**src/rtl/hid_host_tx_if.sv**
```systemverilog
// Command/status bundle for hid_host_tx.
// Handshake: a command byte transfers on any rising dspclk edge where
// cmd_valid & cmd_ready are both 1. The producer holds cmd_valid/cmd_data
// stable until that edge. cmd_ready is 1 only while the sequencer is idle.
// done is a one-cycle pulse. ack_err and timeout_err qualify done and read 0
// whenever done is 0. dbg_state mirrors the sequencer state register.
interface hid_host_tx_if;
  logic       cmd_valid;
  logic [7:0] cmd_data;
  logic       cmd_ready;
  logic       done;
  logic       ack_err;
  logic       timeout_err;
  logic [2:0] dbg_state;

  modport master (
    output cmd_valid, cmd_data,
    input  cmd_ready, done, ack_err, timeout_err, dbg_state
  );

  modport slave (
    input  cmd_valid, cmd_data,
    output cmd_ready, done, ack_err, timeout_err, dbg_state
  );
endinterface

```
**src/rtl/hid_host_tx.sv**
```systemverilog
// hid_host_tx: PS/2 host-to-device command sequencer.
// Sends one byte on the open-drain hid_clk/hid_dat bus with this sequence:
// clock inhibit, request-to-send, 8 data bits LSB first, odd parity, stop,
// then device ACK. The scan-code receiver is held off for the whole transfer.
// Optional feature macro: HID_TX_RETRY_EN. When it is defined, a NAK or a
// timeout resends the same byte up to RETRY_MAX times before done is reported.
module hid_host_tx #(
  parameter int INHIBIT_CNT = 10000,
  parameter int TIMEOUT_CNT = 1500000,
  parameter int RETRY_MAX   = 2
) (
  input  logic         dspclk,
  input  logic         reset,
  input  logic         hid_clk,
  input  logic         hid_dat,
  output logic         hid_clk_oe,
  output logic         hid_dat_oe,
  output logic         rx_inhibit,
  hid_host_tx_if.slave cmd
);

  localparam int IW = $clog2(INHIBIT_CNT + 1);
  localparam int TW = $clog2(TIMEOUT_CNT + 1);
  localparam logic [IW-1:0] I_LAST = IW'(INHIBIT_CNT - 1);
  localparam logic [TW-1:0] T_LAST = TW'(TIMEOUT_CNT - 1);
  localparam logic [TW-1:0] T_MAX  = TW'(TIMEOUT_CNT);

  typedef enum logic [2:0] {
    IDLE, INHIBIT, RTS, DATA, PARITY, STOP, ACK, FINISH
  } state_t;

  state_t        state_q, state_d;
  logic          clk_s1, clk_s2, clk_prev, dat_s1, dat_s2;
  logic [IW-1:0] icnt_q, icnt_d;
  logic [TW-1:0] tcnt_q, tcnt_d;
  logic [2:0]    bitcnt_q, bitcnt_d, bit_nxt;
  logic [7:0]    shreg_q, shreg_d;
  logic          par_q, par_d, nak_q, nak_d;
  logic          clk_oe_d, dat_oe_d, rx_inh_d;
  logic          ready_q, ready_d, done_q, done_d;
  logic          ack_err_q, ack_err_d, tout_q, tout_d;
  logic          c_fall, c_rise, bus_edge, timed, t_expire;
  logic          end_ok, end_nak, end_to;

`ifdef HID_TX_RETRY_EN
  localparam int RW = $clog2(RETRY_MAX + 1) + 1;
  logic [RW-1:0] retry_q, retry_d;
`else
  logic unused_retry;
  assign unused_retry = (RETRY_MAX != 0);
`endif

  assign c_fall   = clk_prev & ~clk_s2;
  assign c_rise   = ~clk_prev & clk_s2;
  assign bus_edge = c_fall | c_rise;
  assign bit_nxt  = bitcnt_q + 3'd1;
  assign timed    = (state_q == RTS) || (state_q == DATA) || (state_q == PARITY) ||
                    (state_q == STOP) || (state_q == ACK) || (state_q == FINISH);
  // tcnt holds the number of cycles since the last bus edge, so firing one
  // count early lands done exactly TIMEOUT_CNT cycles after that edge.
  assign t_expire = timed && (tcnt_q == T_LAST);

  assign cmd.cmd_ready   = ready_q;
  assign cmd.done        = done_q;
  assign cmd.ack_err     = ack_err_q;
  assign cmd.timeout_err = tout_q;
  assign cmd.dbg_state   = state_q;

  // Two-flop synchronisers, edge history, state and registered outputs.
  always_ff @(posedge dspclk) begin
    if (reset) begin
      clk_s1     <= 1'b1;
      clk_s2     <= 1'b1;
      clk_prev   <= 1'b1;
      dat_s1     <= 1'b1;
      dat_s2     <= 1'b1;
      state_q    <= IDLE;
      icnt_q     <= '0;
      tcnt_q     <= '0;
      bitcnt_q   <= '0;
      shreg_q    <= '0;
      par_q      <= 1'b0;
      nak_q      <= 1'b0;
      hid_clk_oe <= 1'b0;
      hid_dat_oe <= 1'b0;
      rx_inhibit <= 1'b0;
      ready_q    <= 1'b1;
      done_q     <= 1'b0;
      ack_err_q  <= 1'b0;
      tout_q     <= 1'b0;
`ifdef HID_TX_RETRY_EN
      retry_q    <= '0;
`endif
    end else begin
      clk_s1     <= hid_clk;
      clk_s2     <= clk_s1;
      clk_prev   <= clk_s2;
      dat_s1     <= hid_dat;
      dat_s2     <= dat_s1;
      state_q    <= state_d;
      icnt_q     <= icnt_d;
      tcnt_q     <= tcnt_d;
      bitcnt_q   <= bitcnt_d;
      shreg_q    <= shreg_d;
      par_q      <= par_d;
      nak_q      <= nak_d;
      hid_clk_oe <= clk_oe_d;
      hid_dat_oe <= dat_oe_d;
      rx_inhibit <= rx_inh_d;
      ready_q    <= ready_d;
      done_q     <= done_d;
      ack_err_q  <= ack_err_d;
      tout_q     <= tout_d;
`ifdef HID_TX_RETRY_EN
      retry_q    <= retry_d;
`endif
    end
  end

  // Next-state and next-output logic for the transmit sequence.
  always_comb begin
    state_d   = state_q;
    icnt_d    = icnt_q;
    tcnt_d    = tcnt_q;
    bitcnt_d  = bitcnt_q;
    shreg_d   = shreg_q;
    par_d     = par_q;
    nak_d     = nak_q;
    clk_oe_d  = hid_clk_oe;
    dat_oe_d  = hid_dat_oe;
    rx_inh_d  = rx_inhibit;
    ready_d   = 1'b0;
    done_d    = 1'b0;
    ack_err_d = 1'b0;
    tout_d    = 1'b0;
    end_ok    = 1'b0;
    end_nak   = 1'b0;
    end_to    = 1'b0;
`ifdef HID_TX_RETRY_EN
    retry_d   = retry_q;
`endif

    if (timed) begin
      if (bus_edge)             tcnt_d = TW'(1);
      else if (tcnt_q != T_MAX) tcnt_d = tcnt_q + TW'(1);
    end

    // A stalled device clock overrides any edge seen in the same cycle.
    if (t_expire) begin
      end_to = 1'b1;
    end else begin
      case (state_q)
        IDLE: begin
          ready_d = 1'b1;
          if (cmd.cmd_valid && ready_q) begin
            shreg_d  = cmd.cmd_data;
            par_d    = ~^cmd.cmd_data;
            nak_d    = 1'b0;
            icnt_d   = '0;
            clk_oe_d = 1'b1;
            dat_oe_d = 1'b0;
            rx_inh_d = 1'b1;
            ready_d  = 1'b0;
            state_d  = INHIBIT;
`ifdef HID_TX_RETRY_EN
            retry_d  = '0;
`endif
          end
        end
        INHIBIT: begin
          if (icnt_q == I_LAST) begin
            clk_oe_d = 1'b0;
            dat_oe_d = 1'b1;
            tcnt_d   = TW'(1);
            state_d  = RTS;
          end else begin
            icnt_d = icnt_q + IW'(1);
          end
        end
        RTS: begin
          if (c_fall) begin
            bitcnt_d = 3'd0;
            dat_oe_d = ~shreg_q[0];
            state_d  = DATA;
          end
        end
        DATA: begin
          if (c_fall) begin
            if (bitcnt_q == 3'd7) begin
              dat_oe_d = ~par_q;
              state_d  = PARITY;
            end else begin
              bitcnt_d = bit_nxt;
              dat_oe_d = ~shreg_q[bit_nxt];
            end
          end
        end
        PARITY: begin
          if (c_fall) begin
            dat_oe_d = 1'b0;
            state_d  = STOP;
          end
        end
        STOP: begin
          if (c_fall) state_d = ACK;
        end
        ACK: begin
          if (c_rise) begin
            nak_d   = dat_s2;
            state_d = FINISH;
          end
        end
        FINISH: begin
          if (clk_s2 && dat_s2) begin
            if (nak_q) end_nak = 1'b1;
            else       end_ok  = 1'b1;
          end
        end
        default: state_d = IDLE;
      endcase
    end

    if (end_ok || end_nak || end_to) begin
      clk_oe_d = 1'b0;
      dat_oe_d = 1'b0;
`ifdef HID_TX_RETRY_EN
      if ((end_nak || end_to) && (retry_q < RW'(RETRY_MAX))) begin
        retry_d  = retry_q + RW'(1);
        icnt_d   = '0;
        nak_d    = 1'b0;
        clk_oe_d = 1'b1;
        state_d  = INHIBIT;
      end else
`endif
      begin
        rx_inh_d  = 1'b0;
        ready_d   = 1'b1;
        done_d    = 1'b1;
        ack_err_d = end_nak;
        tout_d    = end_to;
        state_d   = IDLE;
      end
    end
  end

endmodule
```
**src/flat_wrapper.sv**
```systemverilog
// flat-port wrapper written by rule: the top's interface ports become plain ports
module hid_host_tx_flat 
#(
  parameter int INHIBIT_CNT = 10000,
  parameter int TIMEOUT_CNT = 1500000,
  parameter int RETRY_MAX   = 2
)
  (dspclk, reset, hid_clk, hid_dat, hid_clk_oe, hid_dat_oe, rx_inhibit, cmd_cmd_valid, cmd_cmd_data, cmd_cmd_ready, cmd_done, cmd_ack_err, cmd_timeout_err, cmd_dbg_state);
  hid_host_tx_if cmd_i ();
  input  logic dspclk;
  input  logic reset;
  input  logic hid_clk;
  input  logic hid_dat;
  output logic hid_clk_oe;
  output logic hid_dat_oe;
  output logic rx_inhibit;
  input wire logic [$bits(cmd_i.cmd_valid)-1:0] cmd_cmd_valid;
  input wire logic [$bits(cmd_i.cmd_data)-1:0] cmd_cmd_data;
  output wire logic [$bits(cmd_i.cmd_ready)-1:0] cmd_cmd_ready;
  output wire logic [$bits(cmd_i.done)-1:0] cmd_done;
  output wire logic [$bits(cmd_i.ack_err)-1:0] cmd_ack_err;
  output wire logic [$bits(cmd_i.timeout_err)-1:0] cmd_timeout_err;
  output wire logic [$bits(cmd_i.dbg_state)-1:0] cmd_dbg_state;
  assign cmd_i.cmd_valid = cmd_cmd_valid;
  assign cmd_i.cmd_data = cmd_cmd_data;
  assign cmd_cmd_ready = cmd_i.cmd_ready;
  assign cmd_done = cmd_i.done;
  assign cmd_ack_err = cmd_i.ack_err;
  assign cmd_timeout_err = cmd_i.timeout_err;
  assign cmd_dbg_state = cmd_i.dbg_state;
  hid_host_tx #(.INHIBIT_CNT(INHIBIT_CNT), .TIMEOUT_CNT(TIMEOUT_CNT), .RETRY_MAX(RETRY_MAX)) u_core (.dspclk(dspclk), .reset(reset), .hid_clk(hid_clk), .hid_dat(hid_dat), .hid_clk_oe(hid_clk_oe), .hid_dat_oe(hid_dat_oe), .rx_inhibit(rx_inhibit), .cmd(cmd_i));
endmodule
```
**config.mk**
```make
export PLATFORM = sky130hd
export DESIGN_NAME = hid_host_tx_flat
export DESIGN_NICKNAME = d
export VERILOG_FILES = /design/src/rtl/hid_host_tx_if.sv /design/src/rtl/hid_host_tx.sv /design/src/flat_wrapper.sv
export SDC_FILE = /design/constraint.sdc
export NUM_CORES = 1
export LEC_CHECK = 0
export ABC_AREA = 1
export BUFFER_PORTS_ARGS = -buffer_cell sky130_fd_sc_hd__buf_2
export CORE_MARGIN = 3
export CORE_UTILIZATION = 65
export CTS_CLUSTER_SIZE = 12
export DETAILED_ROUTE_END_ITERATION = 10
export GPL_ROUTABILITY_DRIVEN = 0
export PLACE_DENSITY = 0.85
export SYNTH_ARGS = -nofsm -noshare
export SYNTH_HDL_FRONTEND = slang
export SYNTH_SLANG_ARGS = --single-unit
```
**constraint.sdc**
```tcl
create_clock -name dspclk -period 4.3 [get_ports dspclk]
set_input_delay 0.86 -clock dspclk [delete_from_list [all_inputs] [get_ports dspclk]]
set_output_delay 0.86 -clock dspclk [all_outputs]
set_load 0.02 [all_outputs]
```
-- Yosys cells after proc, flatten, opt, wreduce, memory -nomap -nowiden
Cells that the tools add are included.
- word-level logic and storage cells: 129
- output and inout bits: 10
- input port bits: 13
- flip-flop bits (word level): 63
- equal/unequal tests: 21
- reductions and logical operators: 26
- $add $sub $neg: 3
- bitwise operators: 10
- magnitude comparators: 1
- mux-type cells: 49
- operators with widths (cell ; number):
    $mux W21 ; 6
    $mux W3 ; 11
    $mux W14 ; 2
    $pmux W14 S2 ; 1
    $mux W1 ; 23
    $add A21 B1 Y21 const B ; 1
    $eq A21 B21 Y1 const B ; 1
    $ne A21 B21 Y1 const B ; 1
    $pmux W3 S7 ; 1
    $eq A3 B3 Y1 const B ; 5
    $add A14 B1 Y14 const B ; 1
    $eq A14 B14 Y1 const B ; 1
    $ne A2 B1 Y1 const B ; 7
    $reduce_and A4 Y1 ; 3
    $reduce_and A10 Y1 ; 1
    $reduce_xnor A8 Y1 ; 1
    $logic_or A1 B1 Y1 ; 7
    $not A1 Y1 ; 7
    $reduce_and A7 Y1 ; 1
    $reduce_bool A7 Y1 ; 1
    $eq A3 B2 Y1 const B ; 2
    $ne A2 B2 Y1 const B ; 3
    $pmux W3 S2 ; 1
    $reduce_bool A2 Y1 ; 3
    other kinds (14) ; 19

-- Logic depth before layout (Yosys ltp)
Gate-level depths: netlist of the first run.
- word-level depth: 12
- depth in mapped cells: 13
- depth with buffers taken out: 13

-- Worst setup path after synthesis of the first run
OpenSTA, ideal clock, no wires.
- path type: input -> register
- start point: input reset
- end point: register u_core.icnt_q[3]
- buffers on the path: 2
- arrival: 1.545 ns
- library setup time: 0.143 ns
- required time: 4.157 ns
- stages on the path: 3
- path slack: 2.612 ns
- path through: clkbuf_1 > clkbuf_1 > a21oi_1
- RTL lines (element ; line ; text):
    start, declared ; flat_wrapper.sv:11 ; input logic reset;
    end signal, assigned ; hid_host_tx.sv:101 ; icnt_q <= icnt_d;
    end, declared ; hid_host_tx.sv:34 ; logic [IW-1:0] icnt_q, icnt_d;
No word-level cell between the ends.

==> results of run 1 <==
==> worst max path at each step <==
| stage | slack (ns) | startpoint | to |
|---|---|---|---|
| global placement | 1.97 | reset | u_core.cmd.dbg_state[0] |
| global route | 2.05 | u_core.cmd.dbg_state[2] | u_core.icnt_q[0] |
| detailed placement | 1.93 | reset | u_core.cmd.dbg_state[0] |
| floorplan | 2.61 | reset | u_core.icnt_q[3] |
| CTS | 2.24 | u_core.cmd.dbg_state[2] | u_core.icnt_q[1] |
| finish | 2.22 | reset | u_core.tcnt_q[4] |
==> layout by cell type, fill, tap and decap left out <==
master      instances
inv_2               7
nor2_4              4
nand2_1           109
nand3b_1            2
o21bai_1            2
a31oi_1             1
a211oi_1            1
nand3_4             2
xnor2_1             8
nor2_2              3
inv_6               1
or2_2               7
nand3_2             1
a21oi_1            33
nor3b_1             3
clkbuf_8           12
buf_2              22
nor2_1             70
a21oi_2             9
bufinv_16           1
dfxtp_1            63
o21ai_1             2
nor4b_1             1
o211ai_1            1
xor2_1             10
inv_1              63
clkbuf_1            2
nor3_1              8
nand3_1            40
nand4_1            11
nand2_2            12
o21ai_0            29
nand2_4             2
ha_1                7
clkinvlp_4          1
==> area by class of cell <==
class                   count  area (sq um)  share of cell area, %
well taps                  70          87.6                   2.25
flip-flops and latches     63          1260                   32.3
inverters                  71           272                   6.96
clock inverters             2          37.5                  0.963
multi-input cells         378          1960                   50.2
clock buffers              14           173                   4.43
repair buffers             22           110                   2.82
==> logic make-up after synthesis <==
group                      count (synthesis)
AOI/OAI and AO/OA                         78
xor gates and xnor gates                  18
adders and majority gates                  7
buffers and inverters                     80
DFF                                       63
and+or+nand+nor                          275
==> synthesized netlist by cell type <==
cell / number
a211oi_1: 1
a21oi_1: 33
a21oi_2: 9
a31oi_1: 1
buf_12: 1
buf_2: 1
buf_6: 1
clkbuf_1: 6
dfxtp_1: 63
ha_1: 7
inv_1: 63
inv_2: 7
inv_6: 1
nand2_1: 109
nand2_2: 12
nand2_4: 2
nand3_1: 40
nand3_2: 1
nand3_4: 2
nand3b_1: 2
nand4_1: 11
nor2_1: 70
nor2_2: 3
nor2_4: 4
nor3_1: 8
nor3b_1: 3
nor4b_1: 1
o211ai_1: 1
o21ai_0: 29
o21ai_1: 2
o21bai_1: 2
or2_2: 7
xnor2_1: 8
xor2_1: 10
==> per-layer routing <==
metal  vias to the layer above  GRT usage, %  share of wire (%)
met3                        11          6.88                5.0
met1                      1497          33.2                 46
met2                        80          44.5                 48
met5                         -             0                  0
li1                       1722             -                  -
met4                         0          9.12                1.6
==> metrics by stage <==
step / instances / total power, mW / hold WS (ns) / cell area, sq um
after global routing: 620 / 1.96 / 0.442 / 3900
after global placement: 604 / 1.29 / 0.396 / 3690
after floorplan: 521 / 1.20 / 0.389 / 3550
after detailed placement: 604 / 1.30 / 0.401 / 3690
after CTS: 620 / 1.85 / 0.419 / 3900
final: 620 / 1.84 / 0.414 / 3900
==> registers in the layout (all words and copies together) (netlist names) <==
register and flops:
u_core.clk_s1 1, u_core.shreg_q 8, u_core.hid_clk_oe 1, u_core.dat_s1 1, u_core.tcnt_q 21, u_core.par_q 1
u_core.cmd.dbg_state 3, u_core.nak_q 1, u_core.cmd.done 1, u_core.bitcnt_q 3, u_core.clk_prev 1, u_core.clk_s2 1
u_core.hid_dat_oe 1, u_core.cmd.ack_err 1, u_core.dat_s2 1, u_core.cmd.timeout_err 1, u_core.icnt_q 14, u_core.rx_inhibit 1
u_core.cmd.cmd_ready 1
==> power groups by stage <==
stage                     logic, mW  clock network (mW)  registers, mW
after global routing          0.666               0.578          0.719
after floorplan               0.468                   0          0.736
after detailed placement      0.582                   0          0.719
after global placement        0.566                   0          0.719
final                         0.589               0.544          0.710
after CTS                     0.589               0.549          0.709
==> critical path: stages <==
cell and delay [ns]:
buf_2 0.49, inv_1 0.38, nand2_4 0.24, inv_2 0.10
o21ai_0 0.12, a21oi_1 0.09
==> metrics.md, run 1 <==
| Metric | Value |
|---|---|
| Clock transition at path regs | 0.07 ns |
| Nets | 565 |
| Skew final | 0.00573 ns |
| Status | finished, final reports clean |
| Residual DRC | 0 |
| Sw power | 0.697 mW |
| ANT nets after route | 0 |
| F_max | 480 MHz |
| Pleak | 1.56 nW |
| Crit end category | register |
| Area Overhead vs Synth | 9.83% |
| Seq pwr share | 38.5% |
| Unrepaired setup endpoints after global routing | false |
| Synth Instances | 521 |
| Worst r2r dst | u_core.icnt_q[3] |
| Worst-path fanout max | 29 |
| Hold buffer count at cts | 0 |
| Origin of the critical flop-to-flop path | u_core.cmd.dbg_state[2] |
| Post_cts resized | 0 |
| Share of cells above drive strength 1 | 15.3% |
| Simple-gate share of the synthesized area | 36.0% |
| Worst reg2reg setup slack | 2.22 ns |
| Largest net degree at the start of global routing | 30 |
| FILL cells | 403 |
| Syn Nets | 541 |
| Post-Syn Area | 3550 sq um |
| Crit path kind | primary input to register |
| Compound-Gate Fraction of Synth Area | 12.3% |
| Synth top area cells | dfxtp_1 (36%), nand2_1 (12%), nor2_1 (7.4%) |
| Hold EP | u_core.clk_s2 |
| Distinct cells, synth | 34 |
| Core ar. | 5200 sq um |
| Crit share post-route | 48.5% |
| H-tree level count | 3 |
| Final core utilization | 74.9% |
| Cell Pwr Density | 473 nW/um^2 |
| Top cell type's share of synthesized area | 35.5% |
| Fin. max-slew vios | 0 |
| WL/cell | 12.6 um |
| Clock share of power | 29.5% |
| Diode count | 0 |
| Slew HR | 58.0% |
| Clk buf depth | 2 |
| HP Start | u_core.clk_s1 |
| Post-synthesis xor/xnor area fraction | 4.44% |
| GRT Util Overall | 26.7% |
| Via density | 5.34 |
| Internal power | 1.15 mW |
| Hold Violations, Final | 0 |
| Setup slack after layout | 2.22 ns |
| Critical path data required time | 4.52 ns |
| CP arrival | 2.31 ns |
| Initial antenna violation count | 0 |
| Comb power frac | 32.0% |
| 1st-iter DRT viols | 171 |
| Boundary pin count | 23 |
| Max-cap check violation count | 0 |
| PortBufs | 22 |
| Final setup vio count | 0 |
| TritonCTS clock tree | done |
| Sequential area share after synthesis | 35.5% |
| Num CTS Buffers | 9 |
| Post-Route WL | 7.84 mm |
| Hold Crit Class | register to register |
| Slew of the pin with the lowest slew margin | 0.628 ns |
| Starting density of the core | 68.2% |
| Largest family of logic cells by synthesized area | simple AND/OR/NAND/NOR gates |
| Clock Latency Late Sink | 0.35 ns |
| Post-CTS Setup Inserts | 0 |
| DP HPWL | 5.51 mm |
| Synthesized area per cell | 6.81 sq um |
| Post-synthesis mux area share | 0% |
| GR Overflow Total | 0 |
| Root Buffer | clkbuf_8 |
| CP startpoint kind | primary input |
| Setup_tns | 0 ns |
| First-pass GRT wire length | 13.5 mm |
| Placement Setup Slack | 1.93 ns |
| Std-Cell Rows | 26 |
| Full die area | 6380 sq um |
| Synth Area in Adders | 2.47% |
| WHS Path Cells | 1 |
| Vias | 3310 |
| Die height | 79.9 um |
| 1st-pass router iterations | 4 |
| Net Sw Frac | 37.8% |
| Reg2reg path depth | 9 |
| Largest area contributor in the netlist | dfxtp_1 |
| Peak VDD IR | 0.000288 V |
| Number of global-route vias before repair | 3110 |
| Synth Warn # | 0 |
| Synth Register Bits | 63 |
| Clk sinks | 63 |
| Crit path time final | 2.08 ns |
| Die X | 79.9 um |
(Power assumes the default switching activity.)
==> inputs of run 2 (changes only) <==
- CORE_UTILIZATION: 65 -> 61
- PLACE_DENSITY: 0.85 -> 0.8
- clock period: 4.3 -> 2 ns (I/O delays scaled with it)
==> metrics.md, run 2 (synthesized netlist as in run 1, its figures left out) <==
| Metric | Value |
|---|---|
| Status | finished, final reports clean |
| Crit path kind | register to register |
| Slew HR | 76.2% |
| Slew of the pin with the lowest slew margin | 0.355 ns |
| Vias | 3336 |
| Final setup vio count | 0 |
| TritonCTS clock tree | done |
| Pleak | 1.58 nW |
| Skew final | 0.0134 ns |
| Hold Slack | 0.244 ns |
| Crit share post-route | 88.6% |
| Crit end category | register |
| Peak VDD IR | 0.000697 V |
| Std-Cell Rows | 27 |
| HP Start | hid_clk |
| Worst reg2reg setup slack | 0.23 ns |
| Critical path data required time | 2.27 ns |
| Origin of the critical flop-to-flop path | u_core.cmd.dbg_state[2] |
| 1st-pass router iterations | 4 |
| First-pass GRT wire length | 13.1 mm |
| F_max | 564 MHz |
| Via density | 5.30 |
| GRT Util Overall | 24.8% |
| Setup slack after layout | 0.227 ns |
| Max-cap check violation count | 0 |
| Most common cell after layout, fill and taps aside | nand2_1 |
| Core ar. | 5570 sq um |
| Boundary pin count | 23 |
| CP startpoint kind | register |
| Root Buffer | clkbuf_8 |
| Full die area | 6770 sq um |
| Hold Violations, Final | 0 |
| Max FFs per register | 21 |
| ANT nets after route | 0 |
| CP arrival | 2.04 ns |
| Unrepaired setup endpoints after global routing | false |
| Cells along the critical path | nor2_4, inv_6, nor2_4, buf_4, nand3_1, nand2_1, inv_2, nand2_4, inv_2, o21ai_0, a21oi_1 |
| Setup_tns | 0 ns |
| Number of global-route vias before repair | 3119 |
| Starting density of the core | 63.7% |
| Most frequent cells in the layout | nand2_1 (109), nor2_1 (70), inv_1 (63), dfxtp_1 (63), nand3_1 (40) |
| Biggest regs | u_core.tcnt_q: 21 flops, u_core.icnt_q: 14 flops, u_core.shreg_q: 8 flops |
| WHS Path Cells | 2 |
| Hold EP | u_core.clk_s1 |
| Clk sinks | 63 |
| Worst r2r dst | u_core.tcnt_q[20] |
| Largest net degree at the start of global routing | 21 |
| Residual DRC | 0 |
| Clock transition at path regs | 0.07 ns |
| WL/cell | 12.4 um |
| Reg2reg path depth | 11 |
| 1st-iter DRT viols | 164 |
| Final core utilization | 70.5% |
| Nets | 573 |
| Hold buffer count at cts | 0 |
| Diode count | 0 |
| DP HPWL | 5.69 mm |
| Clock Latency Late Sink | 0.35 ns |
| PortBufs | 22 |
| Cell Pwr Density | 983 nW/um^2 |
| Area after DPL | 3740 sq um |
| Slowest stage cell, crit path | dfxtp_1 |
| Area Overhead vs Synth | 10.7% |
| GR Overflow Total | 0 |
| Crit path largest cell delay | 0.54 ns |
| Share of cells above drive strength 1 | 16.7% |
| Clk buf depth | 2 |
| Fin. max-slew vios | 0 |
| Die X | 82.3 um |
| Placement Setup Slack | 0.185 ns |
| Hold Crit Class | primary input to register |
| Post-Route WL | 7.80 mm |
| Initial antenna violation count | 0 |
| Worst path top cell family by delay | flip-flops |
| Most flop-heavy register | u_core.tcnt_q |
| CP Buf/Inv Count | 4 |
| Post-route cell area | 3930 sq um |
| H-tree level count | 3 |
| Worst-path fanout max | 10 |
| Die height | 82.3 um |
| Num CTS Buffers | 9 |
| Crit path time final | 1.77 ns |
==> run 2: cell count changes in the layout (fill, tap and decap cells not counted) <==
cell       previous run  this run
buf_4                 0         7
clkinv_2              0         3
clkbuf_8             12        10
buf_12                0         1
bufinv_16             1         0
clkbuf_1              2         1
ha_1                  7         6
ha_2                  0         1
==> run 2: final cells by class <==
type | count | area, sq um
multi-input cells | 378 | 1960
fillers | 478 | 1640
flip-flops and latches | 63 | 1260
inverters | 71 | 272
repair buffers | 30 | 183
clock buffers | 11 | 141
well taps | 72 | 90.1
clock inverters | 4 | 22.5
==> run 2: worst max path at each step <==
stage	end	slack [ns]	startpoint	cells after the start
floorplan	u_core.icnt_q[11]	0.37	u_core.cmd.dbg_state[2]	10
global placement	u_core.icnt_q[1]	0.26	u_core.cmd.dbg_state[2]	9
detailed placement	u_core.icnt_q[1]	0.18	u_core.icnt_q[0]	10
CTS	u_core.icnt_q[1]	0.16	u_core.icnt_q[0]	10
global route	u_core.tcnt_q[20]	0.03	u_core.cmd.dbg_state[2]	11
finish	u_core.tcnt_q[20]	0.23	u_core.cmd.dbg_state[2]	11
==> run 2: routing by layer <==
layer | GRT usage (%) | share of wire, % | up-vias
met2 | 42.4 | 48 | 96
met3 | 5.42 | 4.8 | 22
met1 | 29.2 | 45 | 1490
li1 | - | - | 1728
met5 | 0 | 0 | -
met4 | 12.1 | 2.4 | 0
==> run 2: where the power goes <==
group          internal (mW)  leakage (nW)  switching (mW)  total, mW
clock network          0.470        0.0850           0.480      0.950
logic                  0.488         0.984           0.902       1.39
registers               1.41         0.512           0.114       1.52
total                   2.37          1.58            1.50       3.86
==> run 2: what timing repair did <==
action                     in CTS  in global routing
setup endpoints to repair       0                  8
setup buffers                   0                  2
resized for setup               0                  1
==> run 2: per-stage QoR <==
step,std cells,total power [mW]
global placement,612,2.78
floorplan,521,2.59
global route,629,4.14
CTS,627,3.79
finish,629,3.86
detailed placement,612,2.82
==> inputs of run 3 (changes only) <==
- CORE_UTILIZATION: 61 -> 65
- PLACE_DENSITY: 0.8 -> 0.85
- clock period: 2 -> 2.1 ns (I/O delays scaled with it)
==> metrics.md, run 3 (synthesized netlist as in run 1, its figures left out) <==
| Metric | Value |
|---|---|
| Status | finished, final reports clean |
| Boundary pin count | 23 |
| Critical path data required time | 2.32 ns |
| Diode count | 0 |
| Die X | 79.9 um |
| Nets | 569 |
| Residual DRC | 0 |
| CP arrival | 2.07 ns |
| Hold Violations, Final | 0 |
| Pleak | 1.57 nW |
| First-pass GRT wire length | 13.6 mm |
| Num CTS Buffers | 9 |
| Cell Pwr Density | 953 nW/um^2 |
| Max FFs per register | 21 |
| Crit path kind | register to register |
| Max-cap check violation count | 0 |
| Setup_tns | 0 ns |
| Root Buffer | clkbuf_8 |
| GR Overflow Total | 0 |
| Skew final | 0.00951 ns |
| CP startpoint kind | register |
| Largest net degree at the start of global routing | 29 |
| Slowest stage cell, crit path | dfxtp_1 |
| DP HPWL | 5.65 mm |
| Seq pwr share | 39.0% |
| Crit share post-route | 88.0% |
| Unrepaired setup endpoints after global routing | false |
| Clock Latency Late Sink | 0.34 ns |
| Most common cell after layout, fill and taps aside | nand2_1 |
| Initial antenna violation count | 0 |
| Area Overhead vs Synth | 10.2% |
| Sw power | 1.42 mW |
| GRT Util Overall | 26.9% |
| Cells along the critical path | ha_1, nand3_2, nor2_1, nand2_1, nand2_2, nand2_1, nand3_4, inv_2, nand2_1, a21oi_2 |
| F_max | 541 MHz |
| Post_cts resized | 0 |
| CP Buf/Inv Count | 1 |
| ANT nets after route | 0 |
| Full die area | 6380 sq um |
| Worst path top cell family by delay | simple AND/OR/NAND/NOR gates |
| Worst-path fanout max | 14 |
| Post-CTS Setup Inserts | 0 |
| Clk sinks | 63 |
| Most flop-heavy register | u_core.tcnt_q |
| Crit path largest cell delay | 0.37 ns |
| Most frequent cells in the layout | nand2_1 (109), nor2_1 (70), inv_1 (63), dfxtp_1 (63), nand3_1 (40) |
| Setup slack after layout | 0.251 ns |
| Final setup vio count | 0 |
| Biggest regs | u_core.tcnt_q: 21 flops, u_core.icnt_q: 14 flops, u_core.shreg_q: 8 flops |
| Vias | 3377 |
| 1st-pass router iterations | 5 |
| Slew of the pin with the lowest slew margin | 0.389 ns |
| CP most frequent cell | nand2_1 |
| Hold buffer count at cts | 0 |
| Hold Crit Class | primary input to register |
| Std-Cell Rows | 26 |
| WL/cell | 12.7 um |
| Crit path time final | 1.85 ns |
| H-tree level count | 3 |
| TritonCTS clock tree | done |
| FILL cells | 423 |
| Fin. max-slew vios | 0 |
| Comb power frac | 32.9% |
| WHS Path Cells | 2 |
| Die height | 79.9 um |
| Clk buf depth | 2 |
| Peak VDD IR | 0.000599 V |
| Pwr Total | 3.73 mW |
| Reg2reg path depth | 10 |
| Placement Setup Slack | 0.272 ns |
| Via density | 5.41 |
| PortBufs | 22 |
| Post-Route WL | 7.92 mm |
| Levels on crit path | 10 |
| Net Sw Frac | 38.2% |
| Starting density of the core | 68.2% |
| Crit end category | register |
| Share of cells above drive strength 1 | 15.7% |
| Clock share of power | 28.1% |
| Number of global-route vias before repair | 3112 |
| 1st-iter DRT viols | 250 |
| Internal power | 2.30 mW |
| Core ar. | 5200 sq um |
| Slew HR | 74.0% |
| Clock transition at path regs | 0.06 ns |
## run 3: worst paths after layout
kind / startpoint / to / slack (ns)
max: u_core.icnt_q[0] / u_core.icnt_q[10] / 0.25
max reg2reg: u_core.icnt_q[0] / u_core.icnt_q[10] / 0.25
min: hid_clk / u_core.clk_s1 / 0.26
min reg2reg: u_core.clk_s1 / u_core.clk_s2 / 0.41
## run 3: layout make-up
type / count / area [sq um] / share of cell area, %
inverters: 71 / 272 / 6.94
clock buffers: 13 / 149 / 3.81
multi-input cells: 378 / 1960 / 50.1
repair buffers: 26 / 140 / 3.58
clock inverters: 3 / 42.5 / 1.09
flip-flops and latches: 63 / 1260 / 32.3
well taps: 70 / 87.6 / 2.24
## run 3: per-layer routing
metal,vias to the layer above,track usage [%],share of wire [%]
li1,1717,-,-
met1,1543,33.2,45
met2,94,45.2,48
met3,23,4.85,4.6
met4,0,12.3,2.7
met5,-,0,0
## run 3: worst register-to-register path, stage by stage, from the launching register on
cell and delay [ns]:
dfxtp_1 0.37, ha_1 0.29, nand3_2 0.14, nor2_1 0.16
nand2_1 0.08, nand2_2 0.10, nand2_1 0.10, nand3_4 0.20
inv_2 0.14, nand2_1 0.10, a21oi_2 0.05
## run 3: through the flow
step | util (%) | area, sq um | hold slack, ns | instances
3_5_place_dp | 71.4 | 3720 | 0.400 | 608
6_report | 75.1 | 3910 | 0.260 | 624
4_1_cts | 75.1 | 3910 | 0.254 | 624
5_1_grt | 75.1 | 3910 | 0.249 | 624
3_3_place_gp | 71.4 | 3720 | 0.399 | 608
2_1_floorplan | - | 3550 | 0.389 | 521
## run 3: power by group through the flow
| stage | sequential, mW | clock (mW) | combinational, mW |
|---|---|---|---|
| floorplan | 1.51 | 0 | 0.958 |
| global placement | 1.47 | 0 | 1.18 |
| finish | 1.45 | 1.05 | 1.23 |
| global route | 1.47 | 1.11 | 1.38 |
| detailed placement | 1.48 | 0 | 1.21 |
| CTS | 1.45 | 1.05 | 1.22 |
